$ cat src/rtl/pipe_scoreboard.sv
// Hazard and forwarding controller: a shift-register scoreboard of in-flight
// destinations drives per-source operand selects, a pipeline stall and a stall counter.
module pipe_scoreboard #(
  parameter int unsigned RF_WIDTH   = 3,
  parameter int unsigned NUM_SRC    = 2,
  parameter int unsigned FWD_STAGES = 3,
  parameter int unsigned SEL_WIDTH  = 2,
  parameter int unsigned LOAD_AVAIL = 1,
  parameter bit          ZERO_HARD  = 1'b1,
  parameter int unsigned CNT_WIDTH  = 16
) (
  input  logic                          clk,
  input  logic                          reset,
  input  logic                          fwdEn,
  input  logic                          idValid,
  input  logic                          idWriteEn,
  input  logic [RF_WIDTH-1:0]           idWriteAddr,
  input  logic                          idIsLoad,
  input  logic [NUM_SRC*RF_WIDTH-1:0]   idSrcAddr,
  input  logic [NUM_SRC-1:0]            idSrcUsed,
  input  logic                          clrCount,
  output logic                          stall,
  output logic [NUM_SRC*SEL_WIDTH-1:0]  selOp,
  output logic [CNT_WIDTH-1:0]          stallCount
);

  typedef struct packed {
    logic                v;
    logic                we;
    logic [RF_WIDTH-1:0] addr;
    logic                ld;
  } entry_t;

  entry_t                       sb [FWD_STAGES];
  logic [NUM_SRC-1:0]           src_stall;
  logic [NUM_SRC-1:0]           found;
  logic [SEL_WIDTH-1:0]         hit [NUM_SRC];
  logic [NUM_SRC*SEL_WIDTH-1:0] sel_raw;
  logic [RF_WIDTH-1:0]          src [NUM_SRC];

  // Ascending scan with a found flag keeps only the youngest (lowest-k) match.
  always_comb begin
    src_stall = '0;
    found     = '0;
    sel_raw   = '0;
    for (int unsigned i = 0; i < NUM_SRC; i++) begin
      hit[i] = '0;
      src[i] = idSrcAddr[i*RF_WIDTH +: RF_WIDTH];
      for (int unsigned k = 0; k < FWD_STAGES; k++) begin
        if (!found[i] && idValid && idSrcUsed[i] &&
            sb[k].v && sb[k].we && (sb[k].addr == src[i]) &&
            !(ZERO_HARD && (src[i] == '0))) begin
          found[i] = 1'b1;
          hit[i]   = SEL_WIDTH'(k);
        end
      end
      if (found[i]) begin
        if (!fwdEn) begin
          src_stall[i] = 1'b1;
        end else if (sb[hit[i]].ld && (32'(hit[i]) < LOAD_AVAIL)) begin
          src_stall[i] = 1'b1;
        end else begin
          sel_raw[i*SEL_WIDTH +: SEL_WIDTH] = hit[i] + 1'b1;
        end
      end
    end
    stall = |src_stall;
    selOp = stall ? '0 : sel_raw;
  end

  always_ff @(posedge clk or negedge reset) begin
    if (!reset) begin
      for (int unsigned k = 0; k < FWD_STAGES; k++) sb[k] <= '0;
    end else begin
      for (int unsigned k = 1; k < FWD_STAGES; k++) sb[k] <= sb[k-1];
      if (idValid && !stall) sb[0] <= '{v: 1'b1, we: idWriteEn, addr: idWriteAddr, ld: idIsLoad};
      else                   sb[0] <= '0;
    end
  end

  always_ff @(posedge clk or negedge reset) begin
    if (!reset) begin
      stallCount <= '0;
    end else if (clrCount) begin
      stallCount <= '0;
    end else if (stall && (stallCount != '1)) begin
      stallCount <= stallCount + 1'b1;
    end
  end

endmodule
$ cat config.mk
export PLATFORM = sky130hd
export DESIGN_NAME = pipe_scoreboard
export DESIGN_NICKNAME = d
export VERILOG_FILES = /design/src/rtl/pipe_scoreboard.sv
export SDC_FILE = /design/constraint.sdc
export NUM_CORES = 1
export LEC_CHECK = 0
export ABC_CLOCK_PERIOD_IN_PS = 4500
export CAP_MARGIN = 20
export CORE_MARGIN = 2
export CORE_UTILIZATION = 50
export DETAILED_ROUTE_END_ITERATION = 8
export PLACE_DENSITY = 0.79
export SLEW_MARGIN = 20
export SYNTH_ARGS = -nofsm -noshare
export SYNTH_HDL_FRONTEND = slang
export SYNTH_SLANG_ARGS = --single-unit
$ cat constraint.sdc
create_clock -name clk -period 4.5 [get_ports clk]
set_input_delay 1.35 -clock clk [delete_from_list [all_inputs] [get_ports clk]]
set_output_delay 1.35 -clock clk [all_outputs]
set_load 0.03 [all_outputs]
==> flow_summary_export.csv <==
group,metric,value,unit
worst_setup_path,arrival,3.04,ns
cells_and_area,final-seq-area,801,um2
timing,max_freq,228,MHz
timing,drv_slew,0,
timing,setup_viol,0,
timing,period_share,0.976,
clocking,clk_pin_slew,0.10,ns
clocking,clkLatencyLatePin,0.33,ns
drt,wl,4.40,mm
place,hpwl,2.88,mm
yosys,synth_cell_types,40,
cells_and_area,nets,267,
timing,finClkSkew,0.00945,ns
yosys,netlist.area_leader.share,0.439,
cells_and_area,antenna_cells,0,
floorplanning,dieArea,4140,um2
floorplanning,initial_core_util,0.534,
cells_and_area,area_growth,36.7,%
drt,route.detailed.drc,0,
grt,grt_pass1_wl,7.01,mm
timing,max_slew_margin,0.426,
flow_run,max-cap-violations,0,
grt,grt_usage,0.218,
yosys,ys_ff_latch,32,
clocking,hold_buffers,0,
pwr,p_total,615,uW
yosys,synth_common_cells,"dfrtp_1, nand2_1, a21oi_1",
drt,drt_iter0_drc,41,
place,place_congestion,0.921,
place,pre_cts_slack,-0.162,ns
yosys,ys_seq_area_frac,0.439,
worst_setup_path,critPathSlowestCell,"or3b_1",
timing,setup_ws,0.106,ns
yosys,synth_ff_type,"dfrtp_1",
drt,viasPerCell,5.79,
clocking,cts_buffers,5,
worst_setup_path,critPathMaxStageDelay,0.38,ns
yosys,synth.most_common_cell,"dfrtp_1",
yosys,synth_edf_count,0,
yosys,synth.area.top_cells,"dfrtp_1, a21oi_1, nand2_1",
timing,rsz0062_at_grt,"false",
cells_and_area,utilization,0.729,
timing,timing.final.crit_period,4.39,ns
worst_setup_path,crit_top_cell,"buf_4",
worst_setup_path,crit_chain,"dlygate4sd2_1, or3b_1, a211oi_2, o21ai_2, a21oi_1, buf_4, nand3_1, a21oi_2, buf_4",
cells_and_area,drive_above_1_share,0.197,
timing,worst_pin_slew,0.860,ns
timing,finalHoldViolations,0,
place,dp.cells,284,
grt,grt_overflow_total,0,
clocking,tritoncts,"done",
yosys,synth_top_area_cell,"dfrtp_1",
drt,route.vias.total,1707,
worst_setup_path,critPathMaxFanout,4,
floorplanning,ios,39,
clocking,root_buffer,"clkbuf_4",
clocking,cts_sinks,32,
yosys,async_flop_share,1.00,
yosys,ys_warn_count,0,
drt,ant_nets,0,
floorplanning,row_count,21,
status,status,"finished, final reports clean",
floorplanning,die_height,64.4,um
cells_and_area,fill_cells,272,
cells_and_area,fin_cells,295,
yosys,syn_avg_cell_area,9.30,um2
grt,grt_max_degree,33,
clocking,ctsHtreeMaxLevel,2,
yosys,synth_area,1820,um2
hold_path,min_path_type,"register to register",
worst_setup_path,worstSetupStartpointType,"input port",
pwr,max-vdd-ir-drop,0.000195,V
cells_and_area,multi_input_area,1030,um2
floorplanning,die_x,64.4,um
drt,wl_per_cell,14.9,um
yosys,synthCells,196,
drt,first_pass_iters,4,
clocking,cts_buffer_depth,2,
worst_setup_path,path_class,"input port to output pin",
yosys,synth.net_count,215,
place,io_buffers,38,
pwr,p_per_area,247,nW/um2
floorplanning,core-area,3420,um2
worst_setup_path,crit_required,3.15,ns
pwr,power_leakage,1.06,nW
grt,antenna_found_initial,0,
worst_setup_path,critPathCaptureType,"output pin",
grt,grt_pass1_vias,1579,
## state kept, by name, summed over array words and instances, names as in the netlist
name and cells:
stallCount 16, sb 16
## final timing paths
kind                                               to        startpoint  slack [ns]  cells past startpoint
max                                          selOp[2]      idSrcAddr[5]        0.11                      9
min                                   sb[5]$_DFF_PN0_  sb[11]$_DFF_PN0_        0.38                      0
max reg2reg                 stallCount[9]$_DFFE_PN0P_  sb[15]$_DFF_PN0_        1.45                     10
min reg2reg                           sb[5]$_DFF_PN0_  sb[11]$_DFF_PN0_        0.38                      0
max in group asynchronous             sb[2]$_DFF_PN0_             reset        2.80                      2
min in group asynchronous  stallCount[12]$_DFFE_PN0P_             reset        1.40                      2
## logic make-up after synthesis
kind of cell / count (synthesis) / share of synthesized area
and+or+nand+nor: 93 / 0.290
AOI/OAI and AO/OA: 40 / 0.137
DFF: 32 / 0.439
xor gates and xnor gates: 12 / 0.0577
buffers and inverters: 12 / 0.0336
muxes: 6 / 0.0364
adders and majority gates: 1 / 0.00686
## layer usage
| metal | vias up | track usage | part of all wire | wire, um |
|---|---|---|---|---|
| met3 | 5 | 0.0423 | 0.041 | 182 |
| met2 | 47 | 0.335 | 0.48 | 2090 |
| met4 | 0 | 0.0904 | 0.011 | 49 |
| met5 | - | 0 | 0 | 0 |
| met1 | 839 | 0.303 | 0.47 | 2070 |
| li1 | 816 | - | - | - |
## repair_timing
| item | 4_1_cts | 5_1_grt |
|---|---|---|
| setup endpoints to repair | 5 | 5 |
| setup buffers | 2 | 1 |
| resized for setup | 12 | 14 |
| pin swaps | 9 | 6 |
## critical path, delay by kind of cell
kind	cells	cell delay, ns
buf+inv	3	0.58
compound gates	4	0.63
simple gates	2	0.47
## area by class of cell
type / count / share of cell area
Inverter: 4 / 0.00603
Timing Repair Buffer: 53 / 0.196
Clock inverter: 1 / 0.0121
Multi-Input combinational cell: 152 / 0.415
Clock buffer: 7 / 0.0261
Tap cell: 46 / 0.0231
Sequential cell: 32 / 0.321
## where the power goes
group	total, mW	internal (mW)	switching, mW
sequential	0.305	0.295	0.00949
clock	0.244	0.147	0.0969
combinational	0.0661	0.0328	0.0332
total	0.615	0.475	0.140
## placed cells by master (no fill, tap or decap), drive strengths merged
cell type / netlist / final
nand2b: 3 / 3
a21boi: 1 / 1
o2111ai: 1 / 1
and4: 3 / 3
dlymetal6s2s: 0 / 3
o211ai: 1 / 1
and3: 11 / 11
nor3: 7 / 7
a211oi: 2 / 2
o21ai: 9 / 9
ha: 1 / 1
nor4b: 1 / 1
xor2: 8 / 8
or3: 4 / 4
xnor2: 4 / 4
dfrtp: 32 / 32
or3b: 3 / 3
bufinv: 0 / 1
nor4: 4 / 4
mux2: 5 / 5
a21o: 1 / 1
a21oi: 15 / 15
nand3: 9 / 9
clkdlybuf4s50: 0 / 27
nand4: 2 / 2
buf: 3 / 20
dlygate4sd2: 0 / 3
nand2: 20 / 20
nand4bb: 1 / 1
o31ai: 8 / 8
or4b: 1 / 1
inv: 4 / 4
mux2i: 1 / 1
a211o: 2 / 2
or2: 1 / 1
clkbuf: 5 / 7
or4: 4 / 4
nor2: 8 / 8
and2: 5 / 5
nor2b: 6 / 6
## per-stage QoR
stage | area (um2) | setup TNS, ns | hold slack, ns
floorplan | 1820 | 0 | 0.354
global placement | 2300 | -0.278 | 0.356
detailed placement | 2300 | -0.286 | 0.360
CTS | 2430 | 0 | 0.384
global route | 2490 | 0 | 0.392
finish | 2490 | 0 | 0.382
Power figures use the tool's default switching activity.
